[config.mk]
export PLATFORM = sky130hd
export DESIGN_NAME = apb_master_bridge_flat
export DESIGN_NICKNAME = d
export VERILOG_FILES = /design/src/rtl/apb_master_bridge_if.sv /design/src/rtl/apb_master_bridge.sv /design/src/flat_wrapper.sv
export SDC_FILE = /design/constraint.sdc
export NUM_CORES = 1
export LEC_CHECK = 0
export CAP_MARGIN = 40
export CORE_ASPECT_RATIO = 1.1
export CORE_MARGIN = 5
export CORE_UTILIZATION = 25
export DETAILED_ROUTE_END_ITERATION = 10
export PLACE_DENSITY = 0.62
export SLEW_MARGIN = 20
export SYNTH_ARGS = -nofsm -noshare
export SYNTH_HDL_FRONTEND = slang
export SYNTH_SLANG_ARGS = --single-unit
[constraint.sdc]
create_clock -name PCLK -period 1.6 [get_ports PCLK]
set_input_delay 0.24 -clock PCLK [delete_from_list [all_inputs] [get_ports PCLK]]
set_output_delay 0.24 -clock PCLK [all_outputs]
set_load 0.01 [all_outputs]
[src/rtl/apb_master_bridge_if.sv]
// apb_master_bridge_if
//
// Bundles the requester-side command/response handshake and the APB4 bus
// driven by apb_master_bridge.
//
//   master modport : the bridge's view (drives cmd_ready, rsp_*, P* outputs)
//   slave  modport : the environment's view (requester plus APB completer)
//
// Signals:
//   cmd_valid/cmd_ready, cmd_write, cmd_addr, cmd_wdata, cmd_strb, cmd_prot
//   rsp_valid/rsp_ready, rsp_rdata, rsp_err
//   PSEL, PENABLE, PWRITE, PPROT, PSTRB, PADDR, PWDATA  (bridge -> completer)
//   PRDATA, PREADY, PSLVERR                             (completer -> bridge)

interface apb_master_bridge_if #(
   parameter int unsigned ADDR_WIDTH = 32,
   parameter int unsigned DATA_WIDTH = 32
);

   // command channel
   logic                      cmd_valid;
   logic                      cmd_ready;
   logic                      cmd_write;
   logic [ADDR_WIDTH-1:0]     cmd_addr;
   logic [DATA_WIDTH-1:0]     cmd_wdata;
   logic [DATA_WIDTH/8-1:0]   cmd_strb;
   logic [2:0]                cmd_prot;

   // response channel
   logic                      rsp_valid;
   logic                      rsp_ready;
   logic [DATA_WIDTH-1:0]     rsp_rdata;
   logic                      rsp_err;

   // APB4 bus
   logic                      PSEL;
   logic                      PENABLE;
   logic                      PWRITE;
   logic [2:0]                PPROT;
   logic [DATA_WIDTH/8-1:0]   PSTRB;
   logic [ADDR_WIDTH-1:0]     PADDR;
   logic [DATA_WIDTH-1:0]     PWDATA;
   logic [DATA_WIDTH-1:0]     PRDATA;
   logic                      PREADY;
   logic                      PSLVERR;

   modport master (
      input  cmd_valid, cmd_write, cmd_addr, cmd_wdata, cmd_strb, cmd_prot,
      input  rsp_ready,
      input  PRDATA, PREADY, PSLVERR,
      output cmd_ready,
      output rsp_valid, rsp_rdata, rsp_err,
      output PSEL, PENABLE, PWRITE, PPROT, PSTRB, PADDR, PWDATA
   );

   modport slave (
      output cmd_valid, cmd_write, cmd_addr, cmd_wdata, cmd_strb, cmd_prot,
      output rsp_ready,
      output PRDATA, PREADY, PSLVERR,
      input  cmd_ready,
      input  rsp_valid, rsp_rdata, rsp_err,
      input  PSEL, PENABLE, PWRITE, PPROT, PSTRB, PADDR, PWDATA
   );

endinterface

[src/rtl/apb_master_bridge.sv]
// apb_master_bridge
//
// Turns a valid/ready command into a single APB4 transfer and returns one
// response (read data + error) per transfer. One transfer in flight at a time;
// the FSM walks IDLE -> SETUP -> ACCESS -> RESP -> IDLE.
//
// Ports:
//   PCLK    : clock, all state updates on the rising edge
//   PRESET  : synchronous active-high reset
//   bus     : apb_master_bridge_if.master (command, response and APB signals)
//
// Every output except cmd_ready is a flop. cmd_ready is (state == IDLE) && !PRESET.
// Address/control/data on the APB side hold their last values while PSEL=0.
//
// Build option:
//   APB_TIMEOUT_EN : when defined, an ACCESS phase that sees PREADY=0 for
//                    TIMEOUT_CYCLES consecutive cycles is aborted and answered
//                    with rsp_err=1, rsp_rdata=0. When undefined, ACCESS waits
//                    indefinitely for PREADY.

module apb_master_bridge #(
   parameter int unsigned ADDR_WIDTH     = 32,
   parameter int unsigned DATA_WIDTH     = 32,
   parameter int unsigned TIMEOUT_CYCLES = 256
) (
   input logic                 PCLK,
   input logic                 PRESET,
   apb_master_bridge_if.master bus
);

   localparam int unsigned StrbWidth = DATA_WIDTH / 8;

   // Reject unsupported configurations at elaboration.
   if (!(DATA_WIDTH == 8 || DATA_WIDTH == 16 || DATA_WIDTH == 32)) begin : gen_bad_data_width
      $error("apb_master_bridge: DATA_WIDTH must be 8, 16 or 32");
   end
   if (TIMEOUT_CYCLES < 2) begin : gen_bad_timeout
      $error("apb_master_bridge: TIMEOUT_CYCLES must be >= 2");
   end

   typedef enum logic [1:0] {
      StIdle,
      StSetup,
      StAccess,
      StResp
   } state_e;

   state_e                 state_q, state_d;
   logic                   psel_q, psel_d;
   logic                   penable_q, penable_d;
   logic                   pwrite_q, pwrite_d;
   logic [2:0]             pprot_q, pprot_d;
   logic [StrbWidth-1:0]   pstrb_q, pstrb_d;
   logic [ADDR_WIDTH-1:0]  paddr_q, paddr_d;
   logic [DATA_WIDTH-1:0]  pwdata_q, pwdata_d;
   logic                   rsp_valid_q, rsp_valid_d;
   logic [DATA_WIDTH-1:0]  rsp_rdata_q, rsp_rdata_d;
   logic                   rsp_err_q, rsp_err_d;
   logic                   cmd_ready;
   logic                   timeout;

`ifdef APB_TIMEOUT_EN
   localparam int unsigned CntWidth = (TIMEOUT_CYCLES > 2) ? $clog2(TIMEOUT_CYCLES) : 1;

   // Counts ACCESS cycles seen with PREADY=0; cleared on entry to ACCESS.
   logic [CntWidth-1:0] cnt_q, cnt_d;

   assign timeout = (cnt_q == CntWidth'(TIMEOUT_CYCLES - 1));
`else
   assign timeout = 1'b0;
`endif

   assign cmd_ready = (state_q == StIdle) && !PRESET;

   // Next-state and output-register logic.
   always_comb begin
      state_d     = state_q;
      psel_d      = psel_q;
      penable_d   = penable_q;
      pwrite_d    = pwrite_q;
      pprot_d     = pprot_q;
      pstrb_d     = pstrb_q;
      paddr_d     = paddr_q;
      pwdata_d    = pwdata_q;
      rsp_valid_d = rsp_valid_q;
      rsp_rdata_d = rsp_rdata_q;
      rsp_err_d   = rsp_err_q;
`ifdef APB_TIMEOUT_EN
      cnt_d       = cnt_q;
`endif

      unique case (state_q)
         StIdle: begin
            if (bus.cmd_valid && cmd_ready) begin
               state_d   = StSetup;
               psel_d    = 1'b1;
               penable_d = 1'b0;
               paddr_d   = bus.cmd_addr;
               pwrite_d  = bus.cmd_write;
               pprot_d   = bus.cmd_prot;
               // Reads drive zero strobes and zero write data.
               pstrb_d   = bus.cmd_write ? bus.cmd_strb  : '0;
               pwdata_d  = bus.cmd_write ? bus.cmd_wdata : '0;
            end
         end

         StSetup: begin
            state_d   = StAccess;
            penable_d = 1'b1;
`ifdef APB_TIMEOUT_EN
            cnt_d     = '0;
`endif
         end

         StAccess: begin
            if (bus.PREADY) begin
               state_d     = StResp;
               psel_d      = 1'b0;
               penable_d   = 1'b0;
               rsp_valid_d = 1'b1;
               rsp_err_d   = bus.PSLVERR;
               rsp_rdata_d = pwrite_q ? '0 : bus.PRDATA;
            end else if (timeout) begin
               state_d     = StResp;
               psel_d      = 1'b0;
               penable_d   = 1'b0;
               rsp_valid_d = 1'b1;
               rsp_err_d   = 1'b1;
               rsp_rdata_d = '0;
            end else begin
`ifdef APB_TIMEOUT_EN
               cnt_d = cnt_q + 1'b1;
`endif
            end
         end

         StResp: begin
            if (bus.rsp_ready) begin
               state_d     = StIdle;
               rsp_valid_d = 1'b0;
            end
         end

         default: state_d = StIdle;
      endcase
   end

   always_ff @(posedge PCLK) begin
      if (PRESET) begin
         state_q     <= StIdle;
         psel_q      <= 1'b0;
         penable_q   <= 1'b0;
         pwrite_q    <= 1'b0;
         pprot_q     <= '0;
         pstrb_q     <= '0;
         paddr_q     <= '0;
         pwdata_q    <= '0;
         rsp_valid_q <= 1'b0;
         rsp_rdata_q <= '0;
         rsp_err_q   <= 1'b0;
`ifdef APB_TIMEOUT_EN
         cnt_q       <= '0;
`endif
      end else begin
         state_q     <= state_d;
         psel_q      <= psel_d;
         penable_q   <= penable_d;
         pwrite_q    <= pwrite_d;
         pprot_q     <= pprot_d;
         pstrb_q     <= pstrb_d;
         paddr_q     <= paddr_d;
         pwdata_q    <= pwdata_d;
         rsp_valid_q <= rsp_valid_d;
         rsp_rdata_q <= rsp_rdata_d;
         rsp_err_q   <= rsp_err_d;
`ifdef APB_TIMEOUT_EN
         cnt_q       <= cnt_d;
`endif
      end
   end

   assign bus.cmd_ready = cmd_ready;
   assign bus.rsp_valid = rsp_valid_q;
   assign bus.rsp_rdata = rsp_rdata_q;
   assign bus.rsp_err   = rsp_err_q;
   assign bus.PSEL      = psel_q;
   assign bus.PENABLE   = penable_q;
   assign bus.PWRITE    = pwrite_q;
   assign bus.PPROT     = pprot_q;
   assign bus.PSTRB     = pstrb_q;
   assign bus.PADDR     = paddr_q;
   assign bus.PWDATA    = pwdata_q;

endmodule

[src/flat_wrapper.sv]
// flat-port wrapper written by rule: the top's interface ports become plain ports
module apb_master_bridge_flat 
#(
   parameter int unsigned ADDR_WIDTH     = 32,
   parameter int unsigned DATA_WIDTH     = 32,
   parameter int unsigned TIMEOUT_CYCLES = 256
)
  (PCLK, PRESET, bus_cmd_valid, bus_cmd_write, bus_cmd_addr, bus_cmd_wdata, bus_cmd_strb, bus_cmd_prot, bus_rsp_ready, bus_PRDATA, bus_PREADY, bus_PSLVERR, bus_cmd_ready, bus_rsp_valid, bus_rsp_rdata, bus_rsp_err, bus_PSEL, bus_PENABLE, bus_PWRITE, bus_PPROT, bus_PSTRB, bus_PADDR, bus_PWDATA);
  apb_master_bridge_if #(.ADDR_WIDTH(ADDR_WIDTH), .DATA_WIDTH(DATA_WIDTH)) bus_i ();
  input logic PCLK;
  input logic PRESET;
  input wire logic [$bits(bus_i.cmd_valid)-1:0] bus_cmd_valid;
  input wire logic [$bits(bus_i.cmd_write)-1:0] bus_cmd_write;
  input wire logic [$bits(bus_i.cmd_addr)-1:0] bus_cmd_addr;
  input wire logic [$bits(bus_i.cmd_wdata)-1:0] bus_cmd_wdata;
  input wire logic [$bits(bus_i.cmd_strb)-1:0] bus_cmd_strb;
  input wire logic [$bits(bus_i.cmd_prot)-1:0] bus_cmd_prot;
  input wire logic [$bits(bus_i.rsp_ready)-1:0] bus_rsp_ready;
  input wire logic [$bits(bus_i.PRDATA)-1:0] bus_PRDATA;
  input wire logic [$bits(bus_i.PREADY)-1:0] bus_PREADY;
  input wire logic [$bits(bus_i.PSLVERR)-1:0] bus_PSLVERR;
  output wire logic [$bits(bus_i.cmd_ready)-1:0] bus_cmd_ready;
  output wire logic [$bits(bus_i.rsp_valid)-1:0] bus_rsp_valid;
  output wire logic [$bits(bus_i.rsp_rdata)-1:0] bus_rsp_rdata;
  output wire logic [$bits(bus_i.rsp_err)-1:0] bus_rsp_err;
  output wire logic [$bits(bus_i.PSEL)-1:0] bus_PSEL;
  output wire logic [$bits(bus_i.PENABLE)-1:0] bus_PENABLE;
  output wire logic [$bits(bus_i.PWRITE)-1:0] bus_PWRITE;
  output wire logic [$bits(bus_i.PPROT)-1:0] bus_PPROT;
  output wire logic [$bits(bus_i.PSTRB)-1:0] bus_PSTRB;
  output wire logic [$bits(bus_i.PADDR)-1:0] bus_PADDR;
  output wire logic [$bits(bus_i.PWDATA)-1:0] bus_PWDATA;
  assign bus_i.cmd_valid = bus_cmd_valid;
  assign bus_i.cmd_write = bus_cmd_write;
  assign bus_i.cmd_addr = bus_cmd_addr;
  assign bus_i.cmd_wdata = bus_cmd_wdata;
  assign bus_i.cmd_strb = bus_cmd_strb;
  assign bus_i.cmd_prot = bus_cmd_prot;
  assign bus_i.rsp_ready = bus_rsp_ready;
  assign bus_i.PRDATA = bus_PRDATA;
  assign bus_i.PREADY = bus_PREADY;
  assign bus_i.PSLVERR = bus_PSLVERR;
  assign bus_cmd_ready = bus_i.cmd_ready;
  assign bus_rsp_valid = bus_i.rsp_valid;
  assign bus_rsp_rdata = bus_i.rsp_rdata;
  assign bus_rsp_err = bus_i.rsp_err;
  assign bus_PSEL = bus_i.PSEL;
  assign bus_PENABLE = bus_i.PENABLE;
  assign bus_PWRITE = bus_i.PWRITE;
  assign bus_PPROT = bus_i.PPROT;
  assign bus_PSTRB = bus_i.PSTRB;
  assign bus_PADDR = bus_i.PADDR;
  assign bus_PWDATA = bus_i.PWDATA;
  apb_master_bridge #(.ADDR_WIDTH(ADDR_WIDTH), .DATA_WIDTH(DATA_WIDTH), .TIMEOUT_CYCLES(TIMEOUT_CYCLES)) u_core (.PCLK(PCLK), .PRESET(PRESET), .bus(bus_i));
endmodule
==> flow_metrics.py, run 1 <==
metrics = {
    "critical_path": {
        "r2r_setup_slack_ns": 0.06,
        "r2r.worst_path.cells": 8,
        "cp.arrival_ns": 1.82,
        "cp.buffers_inverters": 4,
        "critPathRequiredTime_ns": 1.88,
        "critical_path.cell_chain": "inv_1 > ha_4 > buf_6 > and3b_4 > buf_12 > clkbuf_16 > nand3_2 > a21oi_2",
        "critical_path_peak_fanout": 7,
        "worst_path_max_stage_delay_ns": 0.32,
        "crit_end_element": "flip-flop",
        "worstReg2RegStart": "u_core.state_q[1]$_SDFFE_PP0P_",
        "slowest_stage": "sky130_fd_sc_hd__dfxtp_1",
        "critPathTopFamily": "buffers and inverters",
        "timing.rr.end": "u_core.bus.PWDATA[29]$_SDFFE_PP0P_",
        "critPathKind": "reg2reg",
        "cp-start-kind": "flip-flop",
    },
    "pwr": {
        "p_sw_mw": 2.64,
        "combPwrFrac": 0.357,
        "power.share.switching": 0.306,
        "leakagePower_nw": 2.67,
        "seq_power_share": 0.378,
        "powerDensity_nw_per_um2": 1140,
        "share_clk_of_total_power": 0.264,
        "p_total_mw": 8.61,
        "vdd_ir_drop_max_v": 0.000550,
        "internal_power_mw": 5.97,
    },
    "synthesis": {
        "post_synth.cell_area_avg_um2": 8.89,
        "synth-edff-count": 0,
        "syn-instance-count": 510,
        "synth_async_sr_flop_share": 0,
        "yosysUniqueCellTypes": 29,
        "synth_fp_nets": 625,
        "simple_gate_area_share_of_the_yosys_netlist": 0.322,
        "complex_gate_fraction_of_the_synthesized_area": 0.116,
        "post_synth_fa_ha_maj_area_fraction": 0.0138,
        "post_synth_xor_area_fraction": 0,
        "main_combinational_cell_family_by_area_after_synthesis": "simple AND/OR/NAND/NOR gates",
        "synth.ff_latch_count": 110,
        "post_synth_instance_area_um2": 4530,
        "yosys_warnings": 0,
        "post_synth_main_area_contributors": "sky130_fd_sc_hd__dfxtp_1 49%, sky130_fd_sc_hd__nand2_1 12%, sky130_fd_sc_hd__nand3_2 7.5%",
        "synth_top_flop_cell": "sky130_fd_sc_hd__dfxtp_1",
        "synth_top_area_share": 0.486,
        "synth_seq_area_share": 0.486,
        "yosysTopAreaCell": "sky130_fd_sc_hd__dfxtp_1",
        "post_synth_mux_area_share": 0.00221,
    },
    "cts": {
        "tritoncts": "yes",
        "clock_tree.buffer_depth": 2,
        "max_h_tree_level": 3,
        "numCtsBuffers": 9,
        "clock_pin_slew_worst_setup_and_hold_paths_ns": 0.07,
        "clock_latency_ns": 0.35,
        "postCtsHoldBufs": 0,
        "cts_num_sinks": 110,
        "cts-root-buf": "sky130_fd_sc_hd__clkbuf_16",
    },
    "grt": {
        "grt-ovfl-total": 0,
        "grt_max_degree": 53,
        "grt_pass1_vias": 4231,
        "grt.total_usage": 0.132,
        "grt_antenna_before_repair": 0,
        "wire_length_of_the_first_global_routing_pass_um": 22400,
    },
    "timing": {
        "slew_headroom": 0.678,
        "slew_viol_final": 0,
        "hold_violations": 0,
        "clock_skew_ns": 0.00638,
        "finalWorstPathRequiredPeriod_ns": 1.54,
        "endpoints_failing_setup": 0,
        "setup_total_negative_slack_ns": 0,
        "tightestPinTransition_ns": 0.483,
        "fmaxAchievable_ghz": 0.651,
        "final_min_period_over_clock_period": 0.960,
    },
    "floorplan": {
        "starting_utilization_of_the_core_area": 0.255,
        "die_y_um": 151,
        "floorplan.rows": 51,
        "die_x_um": 138,
        "boundaryPins": 219,
        "area_of_the_core_um2": 17800,
        "dieArea_um2": 20900,
    },
    "cells_and_area": {
        "nNetsFinal": 840,
        "layout-drive-gt1-share": 0.173,
        "syn2layout_area_growth_pct": 66.3,
        "final_util": 0.424,
        "antenna_cells_inserted": 0,
    },
    "detailed_routing": {
        "routed_wl_um": 15200,
        "detailedRoute.firstIterationViolations": 148,
        "routedWlPerCell_um": 15.7,
        "via_per_inst": 4.46,
        "dr_total_vias": 4318,
        "route.detailed.drc": 0,
        "first_pass_iters": 4,
        "route.antenna.remaining_nets": 0,
    },
    "place": {
        "routability_congestion_estimate": 0.759,
        "placement.io_buffers": 218,
        "hpwlAfterDp_um": 10100,
    },
    "hold_path": {
        "hold_path_startpoint": "PRESET",
        "holdPathStages": 3,
        "timing.hold.worst_endpoint": "u_core.bus.PSTRB[1]$_SDFFE_PP0P_",
        "worst_hold_path_class": "in2reg",
    },
    "run": {
        "max_capacitance_violation_total": 0,
    },
    "status": {
        "run_status": "finished clean",
    },
}
worst reg2reg max path, cell delays in order (launching register included):
cell and delay, ns:
sky130_fd_sc_hd__dfxtp_1 0.32, sky130_fd_sc_hd__inv_1 0.11, sky130_fd_sc_hd__ha_4 0.17, sky130_fd_sc_hd__buf_6 0.11, sky130_fd_sc_hd__and3b_4 0.24, sky130_fd_sc_hd__buf_12 0.15
sky130_fd_sc_hd__clkbuf_16 0.16, sky130_fd_sc_hd__nand3_2 0.08, sky130_fd_sc_hd__a21oi_2 0.14
how the worst max path moves through the flow:
stage,start,endpoint,depth (start not counted)
4_1_cts,u_core.state_q[0]$_SDFFE_PP0P_,bus_cmd_ready,4
2_1_floorplan,u_core.state_q[0]$_SDFFE_PP0P_,u_core.bus.PSTRB[1]$_SDFFE_PP0P_,7
6_report,u_core.state_q[1]$_SDFFE_PP0P_,u_core.bus.PWDATA[29]$_SDFFE_PP0P_,8
3_3_place_gp,bus_PREADY,u_core.bus.rsp_valid$_SDFFE_PP0P_,4
5_1_grt,u_core.state_q[1]$_SDFFE_PP0P_,u_core.bus.PWDATA[31]$_SDFFE_PP0P_,8
3_5_place_dp,bus_cmd_valid,u_core.bus.PWDATA[31]$_SDFFE_PP0P_,5
layout by cell type, fill, tap and decap left out, types with 2 or more instances in the layout:
cell	synthesis	layout
sky130_fd_sc_hd__a21oi_1	40	38
sky130_fd_sc_hd__a21oi_2	34	36
sky130_fd_sc_hd__buf_12	0	9
sky130_fd_sc_hd__buf_2	25	2
sky130_fd_sc_hd__buf_4	0	13
sky130_fd_sc_hd__buf_6	3	5
sky130_fd_sc_hd__clkbuf_16	0	15
sky130_fd_sc_hd__clkdlybuf4s50_1	0	215
sky130_fd_sc_hd__clkinv_2	0	3
sky130_fd_sc_hd__dfxtp_1	110	110
sky130_fd_sc_hd__ha_1	5	4
sky130_fd_sc_hd__inv_1	3	3
sky130_fd_sc_hd__nand2_1	146	146
sky130_fd_sc_hd__nand2b_1	4	4
sky130_fd_sc_hd__nand3_1	38	38
sky130_fd_sc_hd__nand3_2	34	34
sky130_fd_sc_hd__nand4b_1	32	32
sky130_fd_sc_hd__nor2b_1	4	4
sky130_fd_sc_hd__or2_2	2	2
kinds of logic after synthesis:
family | after synthesis
adders and majority gates | 5
and+or+nand+nor | 266
buffers and inverters | 50
muxes | 1
AOI/OAI and AO/OA | 78
DFF | 110
metal layers:
metal  vias up  share of wire  GRT usage  wire, µm
met4         0          0.015     0.0430       227
met3        19          0.094     0.0559      1430
met1      1992           0.42      0.158      6440
met5         -              0          0         0
li1       2153              -          -         -
met2       154           0.47      0.217      7130
power groups by stage:
stage                     combinational (mW)  clock, mW  sequential, mW
after detailed placement                2.78          0            3.32
after floorplan                         1.19          0            3.48
after global routing                    3.33       2.47            3.31
after CTS                               2.79       2.40            3.26
after global placement                  2.78          0            3.31
final                                   3.08       2.28            3.26
Yosys cell counts (2+ instances only):
library cell,instances
sky130_fd_sc_hd__clkbuf_1,11
sky130_fd_sc_hd__buf_8,3
sky130_fd_sc_hd__nor2b_1,4
sky130_fd_sc_hd__buf_6,3
sky130_fd_sc_hd__buf_2,25
sky130_fd_sc_hd__or2_2,2
sky130_fd_sc_hd__nand3_1,38
sky130_fd_sc_hd__a21oi_1,40
sky130_fd_sc_hd__a21oi_2,34
sky130_fd_sc_hd__ha_1,5
sky130_fd_sc_hd__buf_1,4
sky130_fd_sc_hd__nand3_2,34
sky130_fd_sc_hd__nand2b_1,4
sky130_fd_sc_hd__nand2_1,146
sky130_fd_sc_hd__dfxtp_1,110
sky130_fd_sc_hd__inv_1,3
sky130_fd_sc_hd__nand4b_1,32
cell type report:
class	count	area, µm²
well taps	238	298
repair buffers	250	2650
clock buffers	10	239
clock inverters	6	61.3
fillers	1752	10300
inverters	4	15.0
flip-flops and latches	110	2200
multi-input cells	350	2080
per-stage QoR:
step / setup WS (ns) / cell area (µm²) / hold WS [ns] / cells
CTS: 0.00903 / 7320 / 0.362 / 958
finish: 0.0645 / 7540 / 0.366 / 968
floorplan: 0.200 / 4530 / 0.339 / 510
detailed placement: 0.0456 / 7020 / 0.444 / 942
global placement: 0.0525 / 7020 / 0.438 / 942
global route: -0.0120 / 7540 / 0.373 / 968
flip-flops by register name (all words and copies together) (netlist names):
register and count:
u_core.bus.PADDR 32, u_core.bus.PSEL 1, u_core.bus.PWDATA 32, u_core.bus.PWRITE 1
u_core.bus.PPROT 3, u_core.bus.rsp_err 1, u_core.bus.rsp_rdata 32, u_core.bus.PENABLE 1
u_core.state_q 2, u_core.bus.PSTRB 4, u_core.bus.rsp_valid 1
what timing repair did:
item                                    4_1_cts  5_1_grt
endpoints found under the setup margin        1       38
pin swaps                                     0        2
cloned                                        0        8
gates resized for setup                       3        8
buffers inserted                              0        2
No activity file was read; power rests on OpenSTA's default activity.
==> run 2, diff against run 1 <==
REMOVE_ABC_BUFFERS = 1   (was unset)
==> flow_metrics.py, run 2 (synthesis gave the netlist of run 1 again) <==
metrics = {
    "timing": {
        "clock_skew_ns": 0.00526,
        "hold_violations": 0,
        "setup_total_negative_slack_ns": 0,
        "final_min_period_over_clock_period": 0.949,
        "finalWorstPathRequiredPeriod_ns": 1.52,
        "fmaxAchievable_ghz": 0.658,
        "tightestPinTransition_ns": 0.469,
        "slew_headroom": 0.687,
        "worst_hold_slack_ns": 0.114,
        "endpoints_failing_setup": 0,
        "postLayoutSetupSlackWorst_ns": 0.0811,
        "rsz0062_at_grt": "no",
        "slew_viol_final": 0,
    },
    "detailed_routing": {
        "detailedRoute.firstIterationViolations": 185,
        "route.detailed.drc": 0,
        "route.antenna.remaining_nets": 0,
        "via_per_inst": 4.38,
        "routedWlPerCell_um": 14.7,
        "first_pass_iters": 4,
        "met3_wirelength_um": 1190,
        "routed.top_layer": "met4",
        "drt-met1-wl_um": 6110,
        "routed_wl_um": 14100,
        "wl_met2_um": 6610,
        "dr_total_vias": 4227,
    },
    "critical_path": {
        "worst_path_max_stage_delay_ns": 0.57,
        "cp.arrival_ns": 1.28,
        "critical_path_peak_fanout": 3,
        "cp-start-kind": "flip-flop",
        "critPathTopFamily": "buffers and inverters",
        "critical_path.cell_chain": "clkdlybuf4s50_1",
        "critPathRequiredTime_ns": 1.36,
        "critPathKind": "reg2out",
        "crit_end_element": "output port",
        "slowest_stage": "sky130_fd_sc_hd__clkdlybuf4s50_1",
        "cp.buffers_inverters": 1,
    },
    "floorplan": {
        "dieArea_um2": 20900,
        "area_of_the_core_um2": 17800,
        "starting_utilization_of_the_core_area": 0.255,
        "die_y_um": 151,
        "boundaryPins": 219,
        "die_x_um": 138,
        "floorplan.rows": 51,
    },
    "grt": {
        "grt_max_degree": 73,
        "wire_length_of_the_first_global_routing_pass_um": 22300,
        "grt_antenna_before_repair": 0,
        "grt-ovfl-total": 0,
        "grt_pass1_vias": 4214,
        "grt.total_usage": 0.131,
    },
    "pwr": {
        "vdd_ir_drop_max_v": 0.000524,
        "powerDensity_nw_per_um2": 1120,
        "leakagePower_nw": 2.61,
    },
    "cts": {
        "clock_pin_slew_worst_setup_and_hold_paths_ns": 0.08,
        "tritoncts": "yes",
        "postCtsHoldBufs": 0,
        "cts_post_setup_buffers_inserted": 0,
        "cts-root-buf": "sky130_fd_sc_hd__clkbuf_16",
        "max_h_tree_level": 3,
        "numCtsBuffers": 9,
        "clock_tree.buffer_depth": 2,
        "clock_latency_ns": 0.35,
        "cts_num_sinks": 110,
    },
    "place": {
        "routability_congestion_estimate": 0.751,
        "placement.io_buffers": 218,
        "post-place-ws_ns": 0.0235,
        "hpwlAfterDp_um": 9960,
    },
    "hold_path": {
        "worst_hold_path_class": "in2reg",
    },
    "cells_and_area": {
        "antenna_cells_inserted": 0,
        "syn2layout_area_growth_pct": 63.4,
        "layout-drive-gt1-share": 0.168,
        "layout.filler_cells": 1770,
        "layout_commonest_cell": "sky130_fd_sc_hd__clkdlybuf4s50_1",
        "nNetsFinal": 836,
        "mostFrequentLayoutCells": "215 x sky130_fd_sc_hd__clkdlybuf4s50_1, 146 x sky130_fd_sc_hd__nand2_1, 110 x sky130_fd_sc_hd__dfxtp_1",
    },
    "status": {
        "run_status": "finished clean",
    },
    "run": {
        "max_capacitance_violation_total": 0,
    },
}
## run 2: changes by cell type in the layout (fill, tap and decap cells not counted), sizes merged
cell           delta
clkinv            -1
bufinv            -1
clkdlybuf4s15     +1
inv               +3
clkbuf            -7
buf               +1
## run 2: final timing paths
| path | start | endpoint | slack, ns | depth (start not counted) |
|---|---|---|---|---|
| max | u_core.bus.PSEL$_SDFFE_PP0P_ | bus_PSEL | 0.08 | 1 |
| min reg2reg | u_core.bus.rsp_rdata[10]$_SDFFE_PP0P_ | u_core.bus.rsp_rdata[10]$_SDFFE_PP0P_ | 0.45 | 2 |
| max reg2reg | u_core.state_q[0]$_SDFFE_PP0P_ | u_core.bus.PADDR[21]$_SDFFE_PP0P_ | 0.15 | 8 |
| min | PRESET | u_core.bus.PWDATA[11]$_SDFFE_PP0P_ | 0.11 | 2 |
## run 2: layout make-up
cell class                 count  area [µm²]  area share
clock inverter                 7        55.1     0.00743
inverter                       4        15.0     0.00203
tap                          238         298      0.0402
timing repair buffer         246        2540       0.343
multi-input combinational    350        2070       0.280
sequential                   110        2200       0.297
clock buffer                   9         225      0.0304
## run 2: stage by stage
step | instance area, µm² | util | instances | total power [mW]
CTS | 7390 | 0.415 | 964 | 8.44
floorplan | 4270 | - | 464 | 4.45
global placement | 7110 | 0.399 | 948 | 6.20
finish | 7410 | 0.416 | 964 | 8.31
detailed placement | 7110 | 0.399 | 948 | 6.20
global route | 7410 | 0.416 | 964 | 8.86
## run 2: report_power, final
group | internal, mW | switching, mW | leakage (nW)
sequential | 3.09 | 0.177 | 0.895
combinational | 1.53 | 1.36 | 1.57
clock | 1.08 | 1.08 | 0.138
## run 2: repair_timing
item | CTS | global route
endpoints found under the hold margin | 0 | 0
resized for setup | 4 | 4
endpoints found under the setup margin | 1 | 9
gates cloned | 0 | 0
## run 2: routing by layer
| metal | vias to the layer above | GRT usage |
|---|---|---|
| li1 | 2149 | - |
| met1 | 1928 | 0.163 |
| met2 | 136 | 0.210 |
| met3 | 14 | 0.0493 |
| met4 | 0 | 0.0445 |
| met5 | - | 0 |
==> run 3, diff against run 2 <==
clock period = 1.4 ns   (was 1.6 ns; I/O delays follow)
==> flow_metrics.py, run 3 (synthesis gave the netlist of run 1 again) <==
metrics = {
    "place": {
        "hpwlAfterDp_um": 10200,
        "post-place-ws_ns": -0.185,
        "placement.io_buffers": 218,
        "routability_congestion_estimate": 0.780,
        "post_dp_cell_area_um2": 7100,
    },
    "floorplan": {
        "boundaryPins": 219,
        "dieArea_um2": 20900,
        "die_y_um": 151,
        "starting_utilization_of_the_core_area": 0.255,
        "area_of_the_core_um2": 17800,
        "floorplan.rows": 51,
        "die_x_um": 138,
    },
    "pwr": {
        "leakagePower_nw": 3.25,
        "seq_power_share": 0.375,
        "share_clk_of_total_power": 0.272,
        "powerDensity_nw_per_um2": 1300,
        "p_sw_mw": 3.11,
        "power.share.switching": 0.313,
        "vdd_ir_drop_max_v": 0.000646,
        "combPwrFrac": 0.353,
        "internal_power_mw": 6.83,
    },
    "critical_path": {
        "r2r.worst_path.cells": 9,
        "cp-start-kind": "flip-flop",
        "critical_path_peak_fanout": 10,
        "critical_path.cell_chain": "inv_2 > ha_4 > buf_6 > and3b_4 > buf_12 > buf_12 > buf_12 > nand2_1 > nand2_1",
        "crit_end_element": "flip-flop",
        "worstReg2RegStart": "u_core.state_q[0]$_SDFFE_PP0P_",
        "r2r_setup_slack_ns": -0.12,
        "worst_path_max_stage_delay_ns": 0.33,
        "critPathKind": "reg2reg",
        "critPathRequiredTime_ns": 1.65,
        "timing.rr.end": "u_core.bus.PADDR[30]$_SDFFE_PP0P_",
        "cp.arrival_ns": 1.77,
        "crit_top_cell": "sky130_fd_sc_hd__buf_12",
        "slowest_stage": "sky130_fd_sc_hd__dfxtp_2",
    },
    "status": {
        "failed_checks": "setup timing",
        "run_status": "finished with violations",
    },
    "grt": {
        "wire_length_of_the_first_global_routing_pass_um": 23100,
        "grt_antenna_before_repair": 0,
        "grt.total_usage": 0.136,
        "grt-ovfl-total": 0,
        "grt_pass1_vias": 4363,
        "grt_max_degree": 72,
    },
    "cts": {
        "clock_latency_ns": 0.35,
        "clock_pin_slew_worst_setup_and_hold_paths_ns": 0.08,
        "postCtsHoldBufs": 0,
        "numCtsBuffers": 9,
        "cts_num_sinks": 110,
        "cts-root-buf": "sky130_fd_sc_hd__clkbuf_16",
        "max_h_tree_level": 3,
        "clock_tree.buffer_depth": 2,
        "tritoncts": "yes",
    },
    "timing": {
        "endpoints_failing_setup": 67,
        "slew_viol_final": 0,
        "rsz0062_at_grt": "yes",
        "slew_headroom": 0.736,
        "hold_violations": 0,
        "clock_skew_ns": 0.00755,
        "tightestPinTransition_ns": 0.396,
        "worst_hold_slack_ns": 0.103,
        "final_min_period_over_clock_period": 1.08,
        "fmaxAchievable_ghz": 0.659,
        "finalWorstPathRequiredPeriod_ns": 1.52,
        "postLayoutSetupSlackWorst_ns": -0.118,
    },
    "cells_and_area": {
        "antenna_cells_inserted": 0,
        "syn2layout_area_growth_pct": 68.9,
        "mostFrequentLayoutCells": "120 x sky130_fd_sc_hd__nand2_1, 108 x sky130_fd_sc_hd__dlygate4sd2_1, 108 x sky130_fd_sc_hd__dfxtp_1",
        "final_util": 0.430,
        "design_area_um2": 7660,
        "layout-drive-gt1-share": 0.226,
        "nNetsFinal": 849,
        "layout_commonest_cell": "sky130_fd_sc_hd__nand2_1",
    },
    "hold_path": {
        "hold_path_startpoint": "PRESET",
        "timing.hold.worst_endpoint": "u_core.bus.PWDATA[19]$_SDFFE_PP0P_",
        "holdPathStages": 2,
        "worst_hold_path_class": "in2reg",
    },
    "detailed_routing": {
        "route.antenna.remaining_nets": 0,
        "via_per_inst": 4.42,
        "detailedRoute.firstIterationViolations": 124,
        "routed_wl_um": 14900,
        "route.detailed.drc": 0,
        "dr_total_vias": 4315,
        "routedWlPerCell_um": 15.3,
        "first_pass_iters": 4,
    },
    "run": {
        "max_capacitance_violation_total": 0,
    },
}
-- run 3: cell types whose count changed in the layout (fill, tap and decap cells not counted), moves of 5 or more --
| cell | before | now |
|---|---|---|
| sky130_fd_sc_hd__buf_4 | 16 | 21 |
| sky130_fd_sc_hd__clkdlybuf4s50_1 | 215 | 107 |
| sky130_fd_sc_hd__dlygate4sd2_1 | 0 | 108 |
| sky130_fd_sc_hd__nand2_1 | 146 | 120 |
| sky130_fd_sc_hd__nand2_2 | 0 | 21 |
| sky130_fd_sc_hd__nand2_4 | 0 | 5 |
| sky130_fd_sc_hd__nand3_2 | 34 | 29 |
| sky130_fd_sc_hd__nand3_4 | 0 | 5 |
-- run 3: how the worst max path moves through the flow --
stage | from | end | slack, ns | depth (start not counted)
after detailed placement | bus_cmd_valid | u_core.bus.PSTRB[3]$_SDFFE_PP0P_ | -0.18 | 5
after CTS | u_core.state_q[1]$_SDFFE_PP0P_ | u_core.bus.PADDR[4]$_SDFFE_PP0P_ | -0.11 | 8
final | u_core.state_q[0]$_SDFFE_PP0P_ | u_core.bus.PADDR[30]$_SDFFE_PP0P_ | -0.12 | 9
after floorplan | u_core.state_q[0]$_SDFFE_PP0P_ | u_core.bus.PSTRB[3]$_SDFFE_PP0P_ | -1.47 | 5
after global routing | u_core.state_q[0]$_SDFFE_PP0P_ | u_core.bus.PADDR[0]$_SDFFE_PP0P_ | -0.17 | 9
after global placement | bus_cmd_valid | u_core.bus.PSTRB[3]$_SDFFE_PP0P_ | -0.14 | 5
-- run 3: cell type report --
cell class	count	area, µm²
well taps	238	298
flip-flops and latches	110	2200
multi-input cells	350	2230
repair buffers	259	2600
clock inverters	4	55.1
clock buffers	12	256
inverters	4	15.0
fillers	1765	10100
-- run 3: worst max-delay path: cells and delay by family, from the launching register on --
family	cells	cell delay (ns)
buffers and inverters	5	0.56
DFF	1	0.33
adders and majority gates	1	0.17
and+or+nand+nor	3	0.34
-- run 3: power by group through the flow --
stage                     Combinational [mW]  Clock [mW]  Sequential [mW]
final                                   3.51        2.70             3.73
after global routing                    3.83        2.94             3.78
after CTS                               3.32        2.80             3.73
after detailed placement                3.25           0             3.80
after global placement                  3.25           0             3.79
after floorplan                         1.10           0             3.99
-- run 3: timing repair --
item / CTS / global route
setup endpoints to repair: 214 / 75
cloned: 4 / 1
endpoints found under the hold margin: 0 / 0
setup buffers: 0 / 8
resized for setup: 124 / 46
pin swaps: 11 / 18
-- run 3: through the flow --
step	std cells	power, mW	TNS (ns)
2_1_floorplan	464	5.09	-129.56
3_3_place_gp	950	7.05	-9.93
3_5_place_dp	950	7.05	-11.92
4_1_cts	970	9.85	-3.59
5_1_grt	977	10.5	-9.19
6_report	977	9.94	-4.30
-- run 3: metal layers --
layer | GRT usage | part of all wire
met1 | 0.164 | 0.43
met3 | 0.0549 | 0.078
met4 | 0.0415 | 0.018
met5 | 0 | 0
met2 | 0.224 | 0.47
